==> src/rtl/mc_ctrl_fsm_pkg.sv <==
// Shared definitions for the multi-cycle MIPS control FSM: opcodes, functs,
// state encodings, ALU/PC-source codes and the control-word payload.
package mc_ctrl_fsm_pkg;

    localparam int unsigned OP_W = 6;
    localparam logic [4:0]  RA_REG = 5'd31;

    typedef enum logic [2:0] {
        S_IF  = 3'd0,
        S_ID  = 3'd1,
        S_EX  = 3'd2,
        S_MEM = 3'd3,
        S_WB  = 3'd4
    } state_t;

    localparam logic [OP_W-1:0] OP_RTYPE = 6'h00;
    localparam logic [OP_W-1:0] OP_J     = 6'h02;
    localparam logic [OP_W-1:0] OP_JAL   = 6'h03;
    localparam logic [OP_W-1:0] OP_BEQ   = 6'h04;
    localparam logic [OP_W-1:0] OP_BNE   = 6'h05;
    localparam logic [OP_W-1:0] OP_ADDI  = 6'h08;
    localparam logic [OP_W-1:0] OP_ORI   = 6'h0D;
    localparam logic [OP_W-1:0] OP_LUI   = 6'h0F;
    localparam logic [OP_W-1:0] OP_LW    = 6'h23;
    localparam logic [OP_W-1:0] OP_SW    = 6'h2B;

    localparam logic [OP_W-1:0] FN_JR    = 6'h08;
    localparam logic [OP_W-1:0] FN_ADD   = 6'h20;
    localparam logic [OP_W-1:0] FN_SUB   = 6'h22;
    localparam logic [OP_W-1:0] FN_AND   = 6'h24;
    localparam logic [OP_W-1:0] FN_OR    = 6'h25;
    localparam logic [OP_W-1:0] FN_XOR   = 6'h26;
    localparam logic [OP_W-1:0] FN_NOR   = 6'h27;
    localparam logic [OP_W-1:0] FN_SLT   = 6'h2A;

    typedef enum logic [3:0] {
        ALU_ADD = 4'd0,
        ALU_SUB = 4'd1,
        ALU_AND = 4'd2,
        ALU_OR  = 4'd3,
        ALU_XOR = 4'd4,
        ALU_NOR = 4'd5,
        ALU_SLT = 4'd6,
        ALU_LUI = 4'd7
    } alu_op_t;

    typedef enum logic [1:0] {
        PC_ALU    = 2'd0,
        PC_BRANCH = 2'd1,
        PC_JUMP   = 2'd2,
        PC_REG    = 2'd3
    } pc_src_t;

    typedef enum logic [3:0] {
        IC_RTYPE = 4'd0,
        IC_JR    = 4'd1,
        IC_J     = 4'd2,
        IC_JAL   = 4'd3,
        IC_BEQ   = 4'd4,
        IC_BNE   = 4'd5,
        IC_LW    = 4'd6,
        IC_SW    = 4'd7,
        IC_IALU  = 4'd8,
        IC_ILL   = 4'd9
    } instr_class_t;

    typedef struct packed {
        logic       pc_we;
        pc_src_t    pc_src;
        logic       ir_we;
        logic       mem_read;
        logic       mem_we;
        logic       iord;
        logic       reg_we;
        logic [1:0] reg_dst;
        logic [1:0] mem_to_reg;
        logic       alu_src_a;
        logic [1:0] alu_src_b;
        alu_op_t    alu_op;
        logic       illegal;
    } ctrl_t;

endpackage

==> src/rtl/mc_ctrl_fsm_if.sv <==
// Decoded-instruction inputs and datapath control outputs of the control FSM.
interface mc_ctrl_fsm_if #(
    parameter int unsigned CNT_W = 32
);
    logic [5:0]       opcode;
    logic [5:0]       funct;
    logic             zero;
    logic             mem_ready;
    logic             pc_we;
    logic [1:0]       pc_src;
    logic             ir_we;
    logic             mem_read;
    logic             mem_we;
    logic             iord;
    logic             reg_we;
    logic [1:0]       reg_dst;
    logic [1:0]       mem_to_reg;
    logic             alu_src_a;
    logic [1:0]       alu_src_b;
    logic [3:0]       alu_op;
    logic [2:0]       state;
    logic             illegal;
    logic [CNT_W-1:0] instret;

    modport master (
        output opcode, funct, zero, mem_ready,
        input  pc_we, pc_src, ir_we, mem_read, mem_we, iord, reg_we, reg_dst,
               mem_to_reg, alu_src_a, alu_src_b, alu_op, state, illegal, instret
    );

    modport slave (
        input  opcode, funct, zero, mem_ready,
        output pc_we, pc_src, ir_we, mem_read, mem_we, iord, reg_we, reg_dst,
               mem_to_reg, alu_src_a, alu_src_b, alu_op, state, illegal, instret
    );
endinterface

==> src/rtl/mc_ctrl_fsm_alu_ctrl_dec.sv <==
// Instruction decoder: classifies opcode/funct and picks the EX-stage ALU operation.
module mc_ctrl_fsm_alu_ctrl_dec
    import mc_ctrl_fsm_pkg::*;
(
    input  logic [5:0]   opcode,
    input  logic [5:0]   funct,
    output alu_op_t      alu_op,
    output instr_class_t iclass,
    output logic         legal
);

    always_comb begin
        alu_op = ALU_ADD;
        iclass = IC_ILL;
        case (opcode)
            OP_RTYPE: begin
                iclass = IC_RTYPE;
                case (funct)
                    FN_JR:   iclass = IC_JR;
                    FN_ADD:  alu_op = ALU_ADD;
                    FN_SUB:  alu_op = ALU_SUB;
                    FN_AND:  alu_op = ALU_AND;
                    FN_OR:   alu_op = ALU_OR;
                    FN_XOR:  alu_op = ALU_XOR;
                    FN_NOR:  alu_op = ALU_NOR;
                    FN_SLT:  alu_op = ALU_SLT;
                    default: iclass = IC_ILL;
                endcase
            end
            OP_J:    iclass = IC_J;
            OP_JAL:  iclass = IC_JAL;
            OP_BEQ:  begin iclass = IC_BEQ;  alu_op = ALU_SUB; end
            OP_BNE:  begin iclass = IC_BNE;  alu_op = ALU_SUB; end
            OP_ADDI: iclass = IC_IALU;
            OP_ORI:  begin iclass = IC_IALU; alu_op = ALU_OR;  end
            OP_LUI:  begin iclass = IC_IALU; alu_op = ALU_LUI; end
            OP_LW:   iclass = IC_LW;
            OP_SW:   iclass = IC_SW;
            default: iclass = IC_ILL;
        endcase
    end

    assign legal = (iclass != IC_ILL);

endmodule

==> src/rtl/mc_ctrl_fsm.sv <==
// Multi-cycle MIPS control FSM: sequences fetch, decode, execute, memory and
// write-back, driving the datapath muxes and counting retired instructions.
module mc_ctrl_fsm
    import mc_ctrl_fsm_pkg::*;
#(
    parameter int unsigned CNT_W = 32
) (
    input  logic         clk,
    input  logic         rst,
    mc_ctrl_fsm_if.slave bus
);

    state_t           state_q;
    state_t           state_d;
    logic [CNT_W-1:0] instret_q;
    alu_op_t          ex_alu_op;
    instr_class_t     iclass;
    logic             legal;
    ctrl_t            ctl;
    ctrl_t            ctl_out;
    logic             retire;

    mc_ctrl_fsm_alu_ctrl_dec u_dec (
        .opcode (bus.opcode),
        .funct  (bus.funct),
        .alu_op (ex_alu_op),
        .iclass (iclass),
        .legal  (legal)
    );

    always_ff @(posedge clk or negedge rst) begin
        if (!rst) begin
            state_q   <= S_IF;
            instret_q <= '0;
        end else begin
            state_q <= state_d;
            if (retire) instret_q <= instret_q + CNT_W'(1);
        end
    end

    // Next state, control word and retire strobe for the current step.
    always_comb begin
        state_d = S_IF;
        ctl     = '0;
        retire  = 1'b0;
        case (state_q)
            S_IF: begin
                ctl.mem_read  = 1'b1;
                ctl.alu_src_b = 2'd1;
                ctl.alu_op    = ALU_ADD;
                state_d       = S_IF;
                if (bus.mem_ready) begin
                    ctl.ir_we  = 1'b1;
                    ctl.pc_we  = 1'b1;
                    ctl.pc_src = PC_ALU;
                    state_d    = S_ID;
                end
            end
            S_ID: begin
                // Branch target is precomputed here regardless of instruction.
                ctl.alu_src_b = 2'd3;
                ctl.alu_op    = ALU_ADD;
                state_d       = S_EX;
                if (!legal) begin
                    ctl.illegal = 1'b1;
                    state_d     = S_IF;
                end else begin
                    case (iclass)
                        IC_J, IC_JAL: begin
                            ctl.pc_we  = 1'b1;
                            ctl.pc_src = PC_JUMP;
                            state_d    = S_IF;
                            retire     = 1'b1;
                            if (iclass == IC_JAL) begin
                                ctl.reg_we     = 1'b1;
                                ctl.reg_dst    = 2'd2;
                                ctl.mem_to_reg = 2'd2;
                            end
                        end
                        IC_JR: begin
                            ctl.pc_we  = 1'b1;
                            ctl.pc_src = PC_REG;
                            state_d    = S_IF;
                            retire     = 1'b1;
                        end
                        default: state_d = S_EX;
                    endcase
                end
            end
            S_EX: begin
                ctl.alu_src_a = 1'b1;
                ctl.alu_src_b = 2'd2;
                ctl.alu_op    = ex_alu_op;
                case (iclass)
                    IC_RTYPE: begin
                        ctl.alu_src_b = 2'd0;
                        state_d       = S_WB;
                    end
                    IC_BEQ, IC_BNE: begin
                        ctl.alu_src_b = 2'd0;
                        ctl.pc_src    = PC_BRANCH;
                        ctl.pc_we     = (iclass == IC_BEQ) ? bus.zero : ~bus.zero;
                        state_d       = S_IF;
                        retire        = 1'b1;
                    end
                    IC_LW, IC_SW: state_d = S_MEM;
                    IC_IALU:      state_d = S_WB;
                    default:      state_d = S_IF;
                endcase
            end
            S_MEM: begin
                ctl.iord = 1'b1;
                state_d  = S_MEM;
                if (iclass == IC_SW) ctl.mem_we   = 1'b1;
                else                 ctl.mem_read = 1'b1;
                if (bus.mem_ready) begin
                    if (iclass == IC_SW) begin
                        state_d = S_IF;
                        retire  = 1'b1;
                    end else begin
                        state_d = S_WB;
                    end
                end
            end
            S_WB: begin
                ctl.reg_we = 1'b1;
                retire     = 1'b1;
                state_d    = S_IF;
                if (iclass == IC_LW) begin
                    ctl.mem_to_reg = 2'd1;
                    ctl.reg_dst    = 2'd0;
                end else if (iclass == IC_RTYPE) begin
                    ctl.reg_dst = 2'd1;
                end
            end
            default: state_d = S_IF;
        endcase
    end

    // Reset forces every control output low, aborting any in-flight write.
    assign ctl_out = rst ? ctl : '0;

    assign bus.pc_we      = ctl_out.pc_we;
    assign bus.pc_src     = ctl_out.pc_src;
    assign bus.ir_we      = ctl_out.ir_we;
    assign bus.mem_read   = ctl_out.mem_read;
    assign bus.mem_we     = ctl_out.mem_we;
    assign bus.iord       = ctl_out.iord;
    assign bus.reg_we     = ctl_out.reg_we;
    assign bus.reg_dst    = ctl_out.reg_dst;
    assign bus.mem_to_reg = ctl_out.mem_to_reg;
    assign bus.alu_src_a  = ctl_out.alu_src_a;
    assign bus.alu_src_b  = ctl_out.alu_src_b;
    assign bus.alu_op     = ctl_out.alu_op;
    assign bus.illegal    = ctl_out.illegal;
    assign bus.state      = state_q;
    assign bus.instret    = instret_q;

endmodule

==> src/flat_wrapper.sv <==
// flat-port wrapper written by rule: the top's interface ports become plain ports
module mc_ctrl_fsm_flat import mc_ctrl_fsm_pkg::*;
#(
    parameter int unsigned CNT_W = 32
)
  (clk, rst, bus_opcode, bus_funct, bus_zero, bus_mem_ready, bus_pc_we, bus_pc_src, bus_ir_we, bus_mem_read, bus_mem_we, bus_iord, bus_reg_we, bus_reg_dst, bus_mem_to_reg, bus_alu_src_a, bus_alu_src_b, bus_alu_op, bus_state, bus_illegal, bus_instret);
  mc_ctrl_fsm_if #(.CNT_W(CNT_W)) bus_i ();
  input  logic clk;
  input  logic rst;
  input wire logic [$bits(bus_i.opcode)-1:0] bus_opcode;
  input wire logic [$bits(bus_i.funct)-1:0] bus_funct;
  input wire logic [$bits(bus_i.zero)-1:0] bus_zero;
  input wire logic [$bits(bus_i.mem_ready)-1:0] bus_mem_ready;
  output wire logic [$bits(bus_i.pc_we)-1:0] bus_pc_we;
  output wire logic [$bits(bus_i.pc_src)-1:0] bus_pc_src;
  output wire logic [$bits(bus_i.ir_we)-1:0] bus_ir_we;
  output wire logic [$bits(bus_i.mem_read)-1:0] bus_mem_read;
  output wire logic [$bits(bus_i.mem_we)-1:0] bus_mem_we;
  output wire logic [$bits(bus_i.iord)-1:0] bus_iord;
  output wire logic [$bits(bus_i.reg_we)-1:0] bus_reg_we;
  output wire logic [$bits(bus_i.reg_dst)-1:0] bus_reg_dst;
  output wire logic [$bits(bus_i.mem_to_reg)-1:0] bus_mem_to_reg;
  output wire logic [$bits(bus_i.alu_src_a)-1:0] bus_alu_src_a;
  output wire logic [$bits(bus_i.alu_src_b)-1:0] bus_alu_src_b;
  output wire logic [$bits(bus_i.alu_op)-1:0] bus_alu_op;
  output wire logic [$bits(bus_i.state)-1:0] bus_state;
  output wire logic [$bits(bus_i.illegal)-1:0] bus_illegal;
  output wire logic [$bits(bus_i.instret)-1:0] bus_instret;
  assign bus_i.opcode = bus_opcode;
  assign bus_i.funct = bus_funct;
  assign bus_i.zero = bus_zero;
  assign bus_i.mem_ready = bus_mem_ready;
  assign bus_pc_we = bus_i.pc_we;
  assign bus_pc_src = bus_i.pc_src;
  assign bus_ir_we = bus_i.ir_we;
  assign bus_mem_read = bus_i.mem_read;
  assign bus_mem_we = bus_i.mem_we;
  assign bus_iord = bus_i.iord;
  assign bus_reg_we = bus_i.reg_we;
  assign bus_reg_dst = bus_i.reg_dst;
  assign bus_mem_to_reg = bus_i.mem_to_reg;
  assign bus_alu_src_a = bus_i.alu_src_a;
  assign bus_alu_src_b = bus_i.alu_src_b;
  assign bus_alu_op = bus_i.alu_op;
  assign bus_state = bus_i.state;
  assign bus_illegal = bus_i.illegal;
  assign bus_instret = bus_i.instret;
  mc_ctrl_fsm #(.CNT_W(CNT_W)) u_core (.clk(clk), .rst(rst), .bus(bus_i));
endmodule
==> config.mk <==
export PLATFORM = sky130hd
export DESIGN_NAME = mc_ctrl_fsm_flat
export DESIGN_NICKNAME = d
export VERILOG_FILES = /design/src/rtl/mc_ctrl_fsm_pkg.sv /design/src/rtl/mc_ctrl_fsm_if.sv /design/src/rtl/mc_ctrl_fsm_alu_ctrl_dec.sv /design/src/rtl/mc_ctrl_fsm.sv /design/src/flat_wrapper.sv
export SDC_FILE = /design/constraint.sdc
export NUM_CORES = 1
export LEC_CHECK = 0
export CELL_PAD_IN_SITES_DETAIL_PLACEMENT = 0
export CELL_PAD_IN_SITES_GLOBAL_PLACEMENT = 1
export CORE_UTILIZATION = 33
export DETAILED_ROUTE_END_ITERATION = 12
export MAX_ROUTING_LAYER = met4
export PLACE_DENSITY = 0.76
export REMOVE_ABC_BUFFERS = 1
export SYNTH_ARGS = -nofsm -noshare
export SYNTH_HDL_FRONTEND = slang
export SYNTH_SLANG_ARGS = --single-unit
==> constraint.sdc <==
create_clock -name clk -period 2.3 [get_ports clk]
set_input_delay 0.575 -clock clk [delete_from_list [all_inputs] [get_ports clk]]
set_output_delay 0.575 -clock clk [all_outputs]
set_load 0.01 [all_outputs]
==> metrics.yaml <==
status: "finished with violations"
violations: "setup timing"
clk_path_buf_depth: 2
slew_headroom: 0.537
synth_async_reset_ratio: 1.00
clkSinkCount: 35
critPathMaxFanout: 7
fin_util: 0.638
final-hold-violation-count: 0
synth.largest_area_cell: "dfrtp_1"
synth_top_area_share: 0.340
post_synth.cell_area_avg_um2: 9.34
io_buffer_count: 69
setup.worst_path.end_class: "output pin"
route.vias.total: 2753
die_height_um: 90.4
floorplan.die_area_um2: 8170
post_synth_num_cell_types: 57
clk_pin_slew_worst_paths_ns: 0.07
gpl.final_weighted_congestion: 0.896
yosys_register_bits: 35
detail_route.wirelength_mm: 8.56
fin_crit_sh: 1.10
postRouteAntennaNets: 0
leading_cell_type_in_the_layout_fill_and_taps_excluded: "buf_4"
timing_worst_setup_path_type: "input pin to output pin"
timing.max_cap.violations: 0
cts_inserted_buffers: 5
synth_edf_count: 0
postSynthCellCount: 276
tritoncts: "yes"
post-place-ws_ns: -1.22
crit_required_ns: 1.73
timing.clock.skew_ns: 0.00439
worst-slew-pin-transition_ns: 0.694
initial_util: 0.348
most-common-layout-cells: "buf_4 (68), clkdlybuf4s50_1 (37), dfrtp_1 (35)"
achievable-frequency_mhz: 396
grt_max_degree: 33
drc_errors: 0
grt_pass1_vias: 2685
clock_tree_root_buffer_cell: "clkbuf_8"
cts_hold_repair.buffers: 0
ys_seq_area_frac: 0.340
maxSlewViolCount: 0
fin_ws_ns: -0.228
hpwlAfterDp_mm: 5.72
worstSkewPairLatency_ns: 0.29
die-width_um: 90.4
grtUsageTotal: 0.201
static-leakage-power_nw: 1.99
yosys_warnings: 0
grt_pass1_wl_mm: 13.1
worstSetupStartpointType: "input pin"
synth.cell_area_um2: 2580
drtIter0Drc: 117
detail_route.first_pass.iterations: 5
growth_of_design_area_from_synthesis_to_finish_pct: 83.3
setup_viol_count_final: 43
post_synth_main_area_contributors: "dfrtp_1 (34%), xnor2_1 (9.9%), o2111ai_2 (4.7%)"
via_per_inst: 5.25
post_route_cells_drive_above_1_share: 0.504
placement_rows: 31
cp.arrival_ns: 1.95
finalNetCount: 441
power_dens_cells_nw_per_um2: 371
antenna-diode-count: 0
fin_setup_tns_ns: -4.77
antenna_found_initial: 0
route.detailed.wl_per_inst_um: 16.3
ios: 71
fp.coreArea_um2: 7410
grt-ovfl-total: 0
unrepaired_setup_endpoints_after_global_routing: "true"
timing.hold.worst.class: "input pin to asynchronous set/reset pin"
max-vdd-ir-drop_mv: 0.325
yosys_most_used_dff: "dfrtp_1"
fill_cells: 583
timing.final.crit_period_ns: 2.53
h-tree-depth: 2
## synthesized netlist by cell type (5+ instances only)
cell / number
clkbuf_1: 5
o2111ai_2: 8
nand2_1: 17
nor2_1: 23
a21oi_1: 12
inv_1: 6
and3_1: 15
nand4_1: 5
nand2b_1: 10
xnor2_1: 29
o21ai_1: 7
nand3_1: 10
o2111ai_1: 9
dfrtp_1: 35
and4_1: 7
buf_2: 7
## registers in the layout (all words and copies together) (netlist names)
register and cells:
u_core.bus.state 3, u_core.bus.instret 32
## stage by stage
| stage | hold slack [ns] | power [mW] | area [µm²] | instances |
|---|---|---|---|---|
| 6_report | 0.224 | 1.75 | 4720 | 524 |
| 3_3_place_gp | 0.465 | 1.08 | 3820 | 499 |
| 4_1_cts | 0.211 | 1.71 | 4310 | 521 |
| 3_5_place_dp | 0.466 | 1.08 | 3820 | 499 |
| 5_1_grt | 0.220 | 1.82 | 4720 | 524 |
| 2_1_floorplan | 0.279 | 0.818 | 2430 | 255 |
## per-layer routing
| metal | up-vias | track usage | part of all wire |
|---|---|---|---|
| met2 | 91 | 0.333 | 0.51 |
| met4 | 0 | 0.0484 | 0.014 |
| met5 | - | - | 0 |
| li1 | 1328 | - | - |
| met3 | 13 | 0.0303 | 0.044 |
| met1 | 1321 | 0.258 | 0.43 |
## worst paths after layout
| path | end | depth (start not counted) | from | slack [ns] |
|---|---|---|---|---|
| worst min-delay path | u_core.bus.state[1]$_DFF_PN0_ | 2 | rst | 0.22 |
| max in group asynchronous | u_core.bus.instret[2]$_DFFE_PN0P_ | 3 | rst | 1.46 |
| worst max-delay path | bus_pc_src[1] | 9 | bus_opcode[2] | -0.23 |
| worst max register to register | u_core.bus.instret[12]$_DFFE_PN0P_ | 8 | u_core.bus.state[0]$_DFF_PN0_ | 0.13 |
| min in group clk | u_core.bus.instret[31]$_DFFE_PN0P_ | 1 | u_core.bus.instret[31]$_DFFE_PN0P_ | 0.47 |
| worst min register to register | u_core.bus.instret[31]$_DFFE_PN0P_ | 1 | u_core.bus.instret[31]$_DFFE_PN0P_ | 0.47 |
## power by group
| part | internal, mW | leakage (nW) | switching (mW) |
|---|---|---|---|
| clock | 0.351 | 0.0612 | 0.233 |
| combinational | 0.268 | 1.44 | 0.232 |
| sequential | 0.641 | 0.484 | 0.0293 |
| total | 1.26 | 1.99 | 0.494 |
## critical path: stages
cell	delay, ns
buf_4	0.14
maj3_2	0.30
a211oi_2	0.25
o221ai_2	0.14
nand2b_4	0.18
buf_6	0.13
nand2_4	0.06
nor2_2	0.03
buf_2	0.13
## logic make-up after synthesis
group | synth area share
muxes | 0.0160
and+or+nand+nor | 0.249
other | 0.00145
adders and majority gates | 0.00922
AOI/OAI and AO/OA | 0.208
buffers and inverters | 0.0650
xor gates and xnor gates | 0.112
DFF | 0.340
## layout make-up
type                            instances  area (µm²)  share of cell area
Clock buffer                            6        82.6              0.0175
Clock inverter                          2        35.0             0.00742
Inverter                                6        22.5             0.00477
Multi-Input combinational cell        214        2110               0.446
Sequential cell                        35         876               0.185
Tap cell                               99         124              0.0262
Timing Repair Buffer                  162        1480               0.312
## what timing repair did
action	in CTS	in global routing
setup endpoints to repair	52	46
pin swaps	36	69
resized for setup	183	77
buffers inserted	14	4
gates cloned	1	0
(Power assumes the default switching activity.)
